$ cat config.mk
export PLATFORM = sky130hd
export DESIGN_NAME = core_mem_dumper
export DESIGN_NICKNAME = d
export VERILOG_FILES = /design/src/rtl/core_dbg_pkg.sv /design/src/rtl/core_mem_dumper_halt_detector.sv /design/src/rtl/core_mem_dumper.sv
export SDC_FILE = /design/constraint.sdc
export NUM_CORES = 1
export LEC_CHECK = 0
export CAP_MARGIN = 0
export CORE_MARGIN = 1
export CORE_UTILIZATION = 39
export DETAILED_ROUTE_END_ITERATION = 6
export PLACE_DENSITY_LB_ADDON = 0.08
export SLEW_MARGIN = 20
export SYNTH_ARGS = -nofsm -noshare
export SYNTH_HDL_FRONTEND = slang
export SYNTH_SLANG_ARGS = --single-unit
export TNS_END_PERCENT = 1
$ cat constraint.sdc
create_clock -name CLK -period 5.3 [get_ports CLK]
set_input_delay 1.06 -clock CLK [delete_from_list [all_inputs] [get_ports CLK]]
set_output_delay 1.06 -clock CLK [all_outputs]
set_load 0.005 [all_outputs]
$ cat src/rtl/core_dbg_pkg.sv
// Shared types and defaults for the core debug/dump blocks.
package core_dbg_pkg;

  // Dumper sequencing: run the program, then read/stream every word.
  typedef enum logic [2:0] {
    RUN,
    ISSUE,
    WAIT,
    SEND,
    DONE
  } dumper_state_e;

  localparam int DEFAULT_HALT_COUNT = 10;
  localparam int DEFAULT_DEPTH      = 1024;
  localparam int DEFAULT_AW         = 10;
  localparam int DEFAULT_RD_LAT     = 1;

  // 32-bit increment that sticks at all-ones instead of wrapping.
  function automatic logic [31:0] sat_inc32(input logic [31:0] v);
    return (v == 32'hFFFF_FFFF) ? v : v + 32'd1;
  endfunction

endpackage

$ cat src/rtl/core_mem_dumper_halt_detector.sv
// Declares the program halted once the fetched instruction stays unchanged
// for HALT_COUNT consecutive sampled cycles (NOP or self-jump loop).
module halt_detector import core_dbg_pkg::*; #(
  parameter int HALT_COUNT = DEFAULT_HALT_COUNT
) (
  input  logic        CLK,
  input  logic        nrst,
  input  logic [31:0] if_inst,
  input  logic        enable,
  output logic        halted
);

  localparam int MW = $clog2(HALT_COUNT + 1);

  logic [31:0]   r_last_inst;
  logic [MW-1:0] r_match;
  logic          w_halted;

  // Match counter stops at HALT_COUNT, which makes halted sticky until reset.
  assign w_halted = (r_match == MW'(HALT_COUNT));
  assign halted   = w_halted;

  // Track the previous instruction and count consecutive repeats.
  always_ff @(posedge CLK) begin
    if (!nrst) begin
      r_last_inst <= '0;
      r_match     <= '0;
    end else if (enable && !w_halted) begin
      if (if_inst == r_last_inst) begin
        r_match <= r_match + 1'b1;
      end else begin
        r_match     <= '0;
        r_last_inst <= if_inst;
      end
    end
  end

endmodule

$ cat src/rtl/core_mem_dumper.sv
// Post-execution result extractor: waits for the core to halt, counts run and
// stall cycles, then sweeps data memory through the console read port and
// streams {address, word} pairs over a valid/ready handshake.
module core_mem_dumper import core_dbg_pkg::*; #(
  parameter int HALT_COUNT = DEFAULT_HALT_COUNT,
  parameter int DEPTH      = DEFAULT_DEPTH,
  parameter int AW         = DEFAULT_AW,
  parameter int RD_LAT     = DEFAULT_RD_LAT
) (
  input  logic          CLK,
  input  logic          nrst,
  input  logic [31:0]   if_inst,
  input  logic          if_stall,
  output logic [3:0]    con_write,
  output logic [AW-1:0] con_addr,
  output logic [31:0]   con_in,
  input  logic [31:0]   con_out,
  output logic          dump_valid,
  input  logic          dump_ready,
  output logic [AW-1:0] dump_addr,
  output logic [31:0]   dump_data,
  output logic          dump_last,
  output logic          done,
  output logic [31:0]   cycle_count,
  output logic [31:0]   stall_count
);

  localparam int WW = $clog2(RD_LAT + 1);

  dumper_state_e r_state, w_state_nxt;
  logic [AW:0]     r_idx;
  logic [WW-1:0]   r_wait;
  logic [AW-1:0]   r_con_addr;
  logic            r_dump_valid;
  logic [AW-1:0]   r_dump_addr;
  logic [31:0]     r_dump_data;
  logic            r_dump_last;
  logic            r_done;
  logic [31:0]     r_cycle_count;
  logic [31:0]     r_stall_count;

  logic w_run, w_halted, w_is_last, w_wait_exp;
  logic w_cnt_en, w_issue, w_capture, w_xfer;

  assign w_run      = (r_state == RUN);
  // idx carries one spare bit so DEPTH == 2**AW never wraps before this compare.
  assign w_is_last  = (r_idx == (AW+1)'(DEPTH - 1));
  // con_addr is already stable during ISSUE, so the read returns after RD_LAT WAIT cycles.
  assign w_wait_exp = (r_wait == WW'(1));

  halt_detector #(
    .HALT_COUNT (HALT_COUNT)
  ) u_halt (
    .CLK     (CLK),
    .nrst    (nrst),
    .if_inst (if_inst),
    .enable  (w_run),
    .halted  (w_halted)
  );

  // State register.
  always_ff @(posedge CLK) begin
    if (!nrst) r_state <= RUN;
    else       r_state <= w_state_nxt;
  end

  // Next-state: run until halt, then issue/wait/send per word until the last one.
  always_comb begin
    w_state_nxt = r_state;
    case (r_state)
      RUN:     if (w_halted) w_state_nxt = ISSUE;
      ISSUE:   w_state_nxt = WAIT;
      WAIT:    if (w_wait_exp) w_state_nxt = SEND;
      SEND:    if (dump_ready) w_state_nxt = w_is_last ? DONE : ISSUE;
      DONE:    w_state_nxt = DONE;
      default: w_state_nxt = RUN;
    endcase
  end

  // Per-state control strobes for the datapath registers.
  always_comb begin
    w_cnt_en  = 1'b0;
    w_issue   = 1'b0;
    w_capture = 1'b0;
    w_xfer    = 1'b0;
    case (r_state)
      RUN:     w_cnt_en  = !w_halted;
      ISSUE:   w_issue   = 1'b1;
      WAIT:    w_capture = w_wait_exp;
      SEND:    w_xfer    = dump_ready;
      default: ;
    endcase
  end

  // Read-latency countdown, loaded on every issued address.
  always_ff @(posedge CLK) begin
    if (!nrst)                r_wait <= '0;
    else if (w_issue)         r_wait <= WW'(RD_LAT);
    else if (r_state == WAIT) r_wait <= r_wait - 1'b1;
  end

  // Sweep index, console address, captured word and handshake outputs.
  always_ff @(posedge CLK) begin
    if (!nrst) begin
      r_idx        <= '0;
      r_con_addr   <= '0;
      r_dump_valid <= 1'b0;
      r_dump_addr  <= '0;
      r_dump_data  <= '0;
      r_dump_last  <= 1'b0;
      r_done       <= 1'b0;
    end else begin
      if (w_issue) r_con_addr <= r_idx[AW-1:0];
      if (w_capture) begin
        r_dump_valid <= 1'b1;
        r_dump_addr  <= r_idx[AW-1:0];
        r_dump_data  <= con_out;
        r_dump_last  <= w_is_last;
      end
      if (w_xfer) begin
        r_dump_valid <= 1'b0;
        r_dump_last  <= 1'b0;
        if (w_is_last) begin
          r_done <= 1'b1;
        end else begin
          r_idx      <= r_idx + 1'b1;
          r_con_addr <= AW'(r_idx + 1'b1);
        end
      end
    end
  end

  // Run/stall counters, live only while the program runs and not yet halted.
  always_ff @(posedge CLK) begin
    if (!nrst) begin
      r_cycle_count <= '0;
      r_stall_count <= '0;
    end else if (w_cnt_en) begin
      r_cycle_count <= sat_inc32(r_cycle_count);
      if (if_stall) r_stall_count <= sat_inc32(r_stall_count);
    end
  end

  assign con_write   = 4'h0;
  assign con_in      = 32'd0;
  assign con_addr    = r_con_addr;
  assign dump_valid  = r_dump_valid;
  assign dump_addr   = r_dump_addr;
  assign dump_data   = r_dump_data;
  assign dump_last   = r_dump_last;
  assign done        = r_done;
  assign cycle_count = r_cycle_count;
  assign stall_count = r_stall_count;

endmodule

==> impl_summary.md <==
Place
After detailed placement, the design holds a cell count of 1395. The post-placement worst setup slack is 1.86 ns. The weighted congestion reported at the end of routability-driven placement is 0.802.

Summed over all nets, the half-perimeter wirelength after detailed placement is 13.3 mm. The quantity of I/O buffers inserted on ports is 186.

Floorplanning
After floorplanning, the core was sized to cover 0.0203 mm^2. The number of placement rows is 52. In this run the count of I/O pins placed on the die edge is 223. The x dimension of the die is 146 um. The die covers 0.0213 mm^2.

The y dimension of the die is 146 um. The initial utilization of the core area, before any placement, comes to 39.8%.

Logic synthesis
By count the netlist is led by 203 x sky130_fd_sc_hd__nand2_1, 170 x sky130_fd_sc_hd__dfxtp_1, 110 x sky130_fd_sc_hd__a21oi_1. After synthesis, the netlist uses 56 different library cells. The total standard cell area after synthesis is 0.00809 mm^2. Summing the areas of all fa, ha and maj instances in the mapped netlist gives 0.774% of the synthesized area.

The proportion of synthesized chip area in sequential cells is 42.1%. The most common flop cell mapped by yosys is sky130_fd_sc_hd__dfxtp_1. The share of synthesized flip-flops with an asynchronous set or reset is 0%.

The compound-cell area share of the yosys netlist is 14.2%. The count of flip-flops with a built-in enable after synthesis is 0. After synthesis, the cell types taking the most area are sky130_fd_sc_hd__dfxtp_1 42%, sky130_fd_sc_hd__nand2_1 9.4%, sky130_fd_sc_hd__a21oi_1 6.8%.

The area share of the largest cell type after synthesis is 42.1%. The total of warnings raised by yosys is 0. The average cell area after synthesis is 8.19 um^2.

After synthesis the netlist holds a flip-flop and latch count of 170. By area, the combinational part of the netlist is dominated by simple AND/OR/NAND/NOR gates. The synthesized-area fraction occupied by xor and xnor cells is 4.44%.

The multiplexer share of the synthesized area is 5.21%. Among all cell types in the netlist, the one instantiated most often is sky130_fd_sc_hd__nand2_1. sky130_fd_sc_hd__dfxtp_1 takes more of the synthesized area than any other cell. The cell count after synthesis is 987. The simple-gate share of the synthesized area is 26.3%.

Drt
The via-per-instance ratio is 5.16. The detail route stage leaves a number of antenna-violating nets equal to 0. The first-pass iteration count of the detailed router is 5. In the final routed layout, each cell accounts on average for 13.8 um.

Summing over every cut layer, the via total after detailed routing is 7366. The number of design-rule violations left by the first detailed-router iteration is 368. After detailed routing, the total wire length is 19.7 mm. After detailed routing, the number of remaining DRC violations is 0.

Clock network
In this run the deepest clock path goes through 2 buffers. The clock edge transition at the registers on the reported setup and hold paths is 0.07 ns. The clock drives 170 sinks. The post-cts sizing count is 0. For this design, the CTS-stage hold fixing added 0 buffers. The latest clock arrival within the worst-skew pair is 0.42 ns. The total clock buffers created by CTS is 17. The root buffer cell chosen for the clock tree is sky130_fd_sc_hd__clkbuf_16. The number of levels in the clock H-tree is 4. The post-CTS repair timing setup buffer count is 0.

The TritonCTS clock tree is built.

Critical path
On the critical path, the stage with the largest delay is an instance of sky130_fd_sc_hd__or3_1. Walking the worst path, the cells encountered are clkdlybuf4s50_1 -> and2_1 -> nor2b_1 -> nand2b_1 -> or3_1 -> a31oi_1. STA classifies the critical path endpoint as a flop. By startpoint and endpoint, the worst setup path is classified as input port to flop. The kind of start point of the critical path is an input port. For the worst setup path, the data arrival time is 3.36 ns. The maximum net fanout on the critical path is 21. The data required time at the worst endpoint is 5.64 ns. The critical path's largest stage delay is 0.53 ns.

Timing
Setup repair after global routing left no endpoint under its margin. Setup slack closes at 2.28 ns. For the final routed database, the setup TNS stands at 0 ns. The final count of hold timing violations is 0. At the pin with the least slew margin, the transition time is 0.928 ns.

Of the available clock period, the critical path in the final layout requires 57.0%. Hold is met by 0.443 ns. Based on the critical path, the design can be clocked at up to 331 MHz. The clock period could shrink to 3.02 ns. Measured against its own limit, the worst slew margin works out to 38.1%.

The number of pins exceeding their max-slew limit in the final report is 0. The final number of setup-violating endpoints is 0. The clock skew is 0.00957 ns.

Global routing
The most used routing layer in global routing is met2. The maximum number of pins on one net before global-route repair is 94. The met3 track demand over resource in global routing is 4.80%. The first-pass GRT wire length is 32.8 mm.

The via count of the first global-routing pass came to 6611. In the global route stage, met1 resource usage came out at 25.3%. The overall fraction of global-route tracks in use is 18.6%. The number of antenna violations at the first check in global routing was 0. The sum of overflow across all layers after global routing is 0. The routing usage on met2 is 29.4%.

Min path
The worst hold-check path type is flop to flop.

Flow run
The tool flagged a number of max-cap violations equal to 0.

Final layout
Excluding fillers, the count of instances in the completed layout stands at 1427. The count of inserted antenna diode cells is 0. The area overhead of the layout relative to synthesis is 31.2%. The net count of the finished layout is 1217. The post-route netlist has 4.93% of its cells at a drive strength greater than 1.

Power and ir drop
IR analysis of the VDD net gives a maximum drop of 0.000237 V. Dividing total power by cell area gives a power density of 308 mW/mm^2. The static leakage is 3.68 nW.

Status
The run finished with clean final reports.
cell families after synthesis:
kind of cell,count (synthesis)
other,1
AND/OR/NAND/NOR,424
XOR/XNOR,41
multiplexers,42
adder cells (fa/ha/maj),5
flip-flops,170
buffers and inverters,106
AO/OA/AOI/OAI,198
worst max-delay path, delay by kind of cell:
kind,cells,cell delay (ns)
AOI/OAI and AO/OA,1,0.14
and+or+nand+nor,4,1.66
buffers and inverters,1,0.50
report_power, final:
| part | internal (mW) | total [mW] | switching [mW] | leakage, nW |
|---|---|---|---|---|
| Sequential | 1.36 | 1.44 | 0.0780 | 1.38 |
| Combinational | 0.270 | 0.577 | 0.307 | 2.02 |
| Clock | 0.676 | 1.26 | 0.579 | 0.288 |
layer usage:
layer	vias up	share of wire, %	wire [um]
met1	3417	49	9660
met5	-	0	0
met3	6	4.7	918
met4	0	0.52	102
li1	3752	-	-
met2	191	46	9050
worst paths after layout:
path / from / to / slack, ns / cells past startpoint
worst min register to register: r_idx[10]$_SDFFE_PN0P_ / r_idx[10]$_SDFFE_PN0P_ / 0.44 / 2
worst max-delay path: dump_ready / con_addr[5]$_SDFF_PN0_ / 2.28 / 6
worst max register to register: r_state[1]$_SDFFE_PN0P_ / cycle_count[30]$_SDFFE_PN0P_ / 2.53 / 5
worst min-delay path: r_idx[10]$_SDFFE_PN0P_ / r_idx[10]$_SDFFE_PN0P_ / 0.44 / 2
cells in the final DEF (no fill, tap or decap), types with 12 or more instances in the layout:
cell type                         count
sky130_fd_sc_hd__nand2_1            203
sky130_fd_sc_hd__clkdlybuf4s50_1    185
sky130_fd_sc_hd__dfxtp_1            170
sky130_fd_sc_hd__a21oi_1            109
sky130_fd_sc_hd__mux2i_1             41
sky130_fd_sc_hd__xnor2_1             39
sky130_fd_sc_hd__nand3_1             37
sky130_fd_sc_hd__conb_1              36
sky130_fd_sc_hd__o31ai_1             34
sky130_fd_sc_hd__or4_1               33
sky130_fd_sc_hd__o21ai_0             29
sky130_fd_sc_hd__nand4_1             26
sky130_fd_sc_hd__or3_1               25
sky130_fd_sc_hd__nor2_1              24
sky130_fd_sc_hd__clkbuf_16           17
sky130_fd_sc_hd__nand2b_1            14
sky130_fd_sc_hd__inv_1               12
sky130_fd_sc_hd__nor3_1              12
sequential cells by signal, summed over array words and instances, names as in the netlist:
register / flops
con_addr: 10
dump_addr: 10
r_wait: 1
r_idx: 11
cycle_count: 32
u_halt.r_last_inst: 32
dump_valid: 1
u_halt.r_match: 4
stall_count: 32
done: 1
dump_last: 1
dump_data: 32
r_state: 3
cell type report:
type,instances,area [um^2]
clock inverters,15,175
inverters,13,50.0
repair buffers,196,1930
flip-flops and latches,170,3400
fillers,1955,9690
multi-input cells,746,4290
clock buffers,17,425
well taps,270,338
metrics by stage:
step / power [mW] / area, um^2 / utilization, %
6_report: 3.27 / 10600 / 52.3
5_1_grt: 3.45 / 10600 / 52.3
4_1_cts: 3.32 / 10600 / 52.3
3_5_place_dp: 2.05 / 10000 / 49.3
3_3_place_gp: 2.05 / 10000 / 49.3
2_1_floorplan: 1.88 / 8220 / -
No activity file was read; power rests on OpenSTA's default activity.
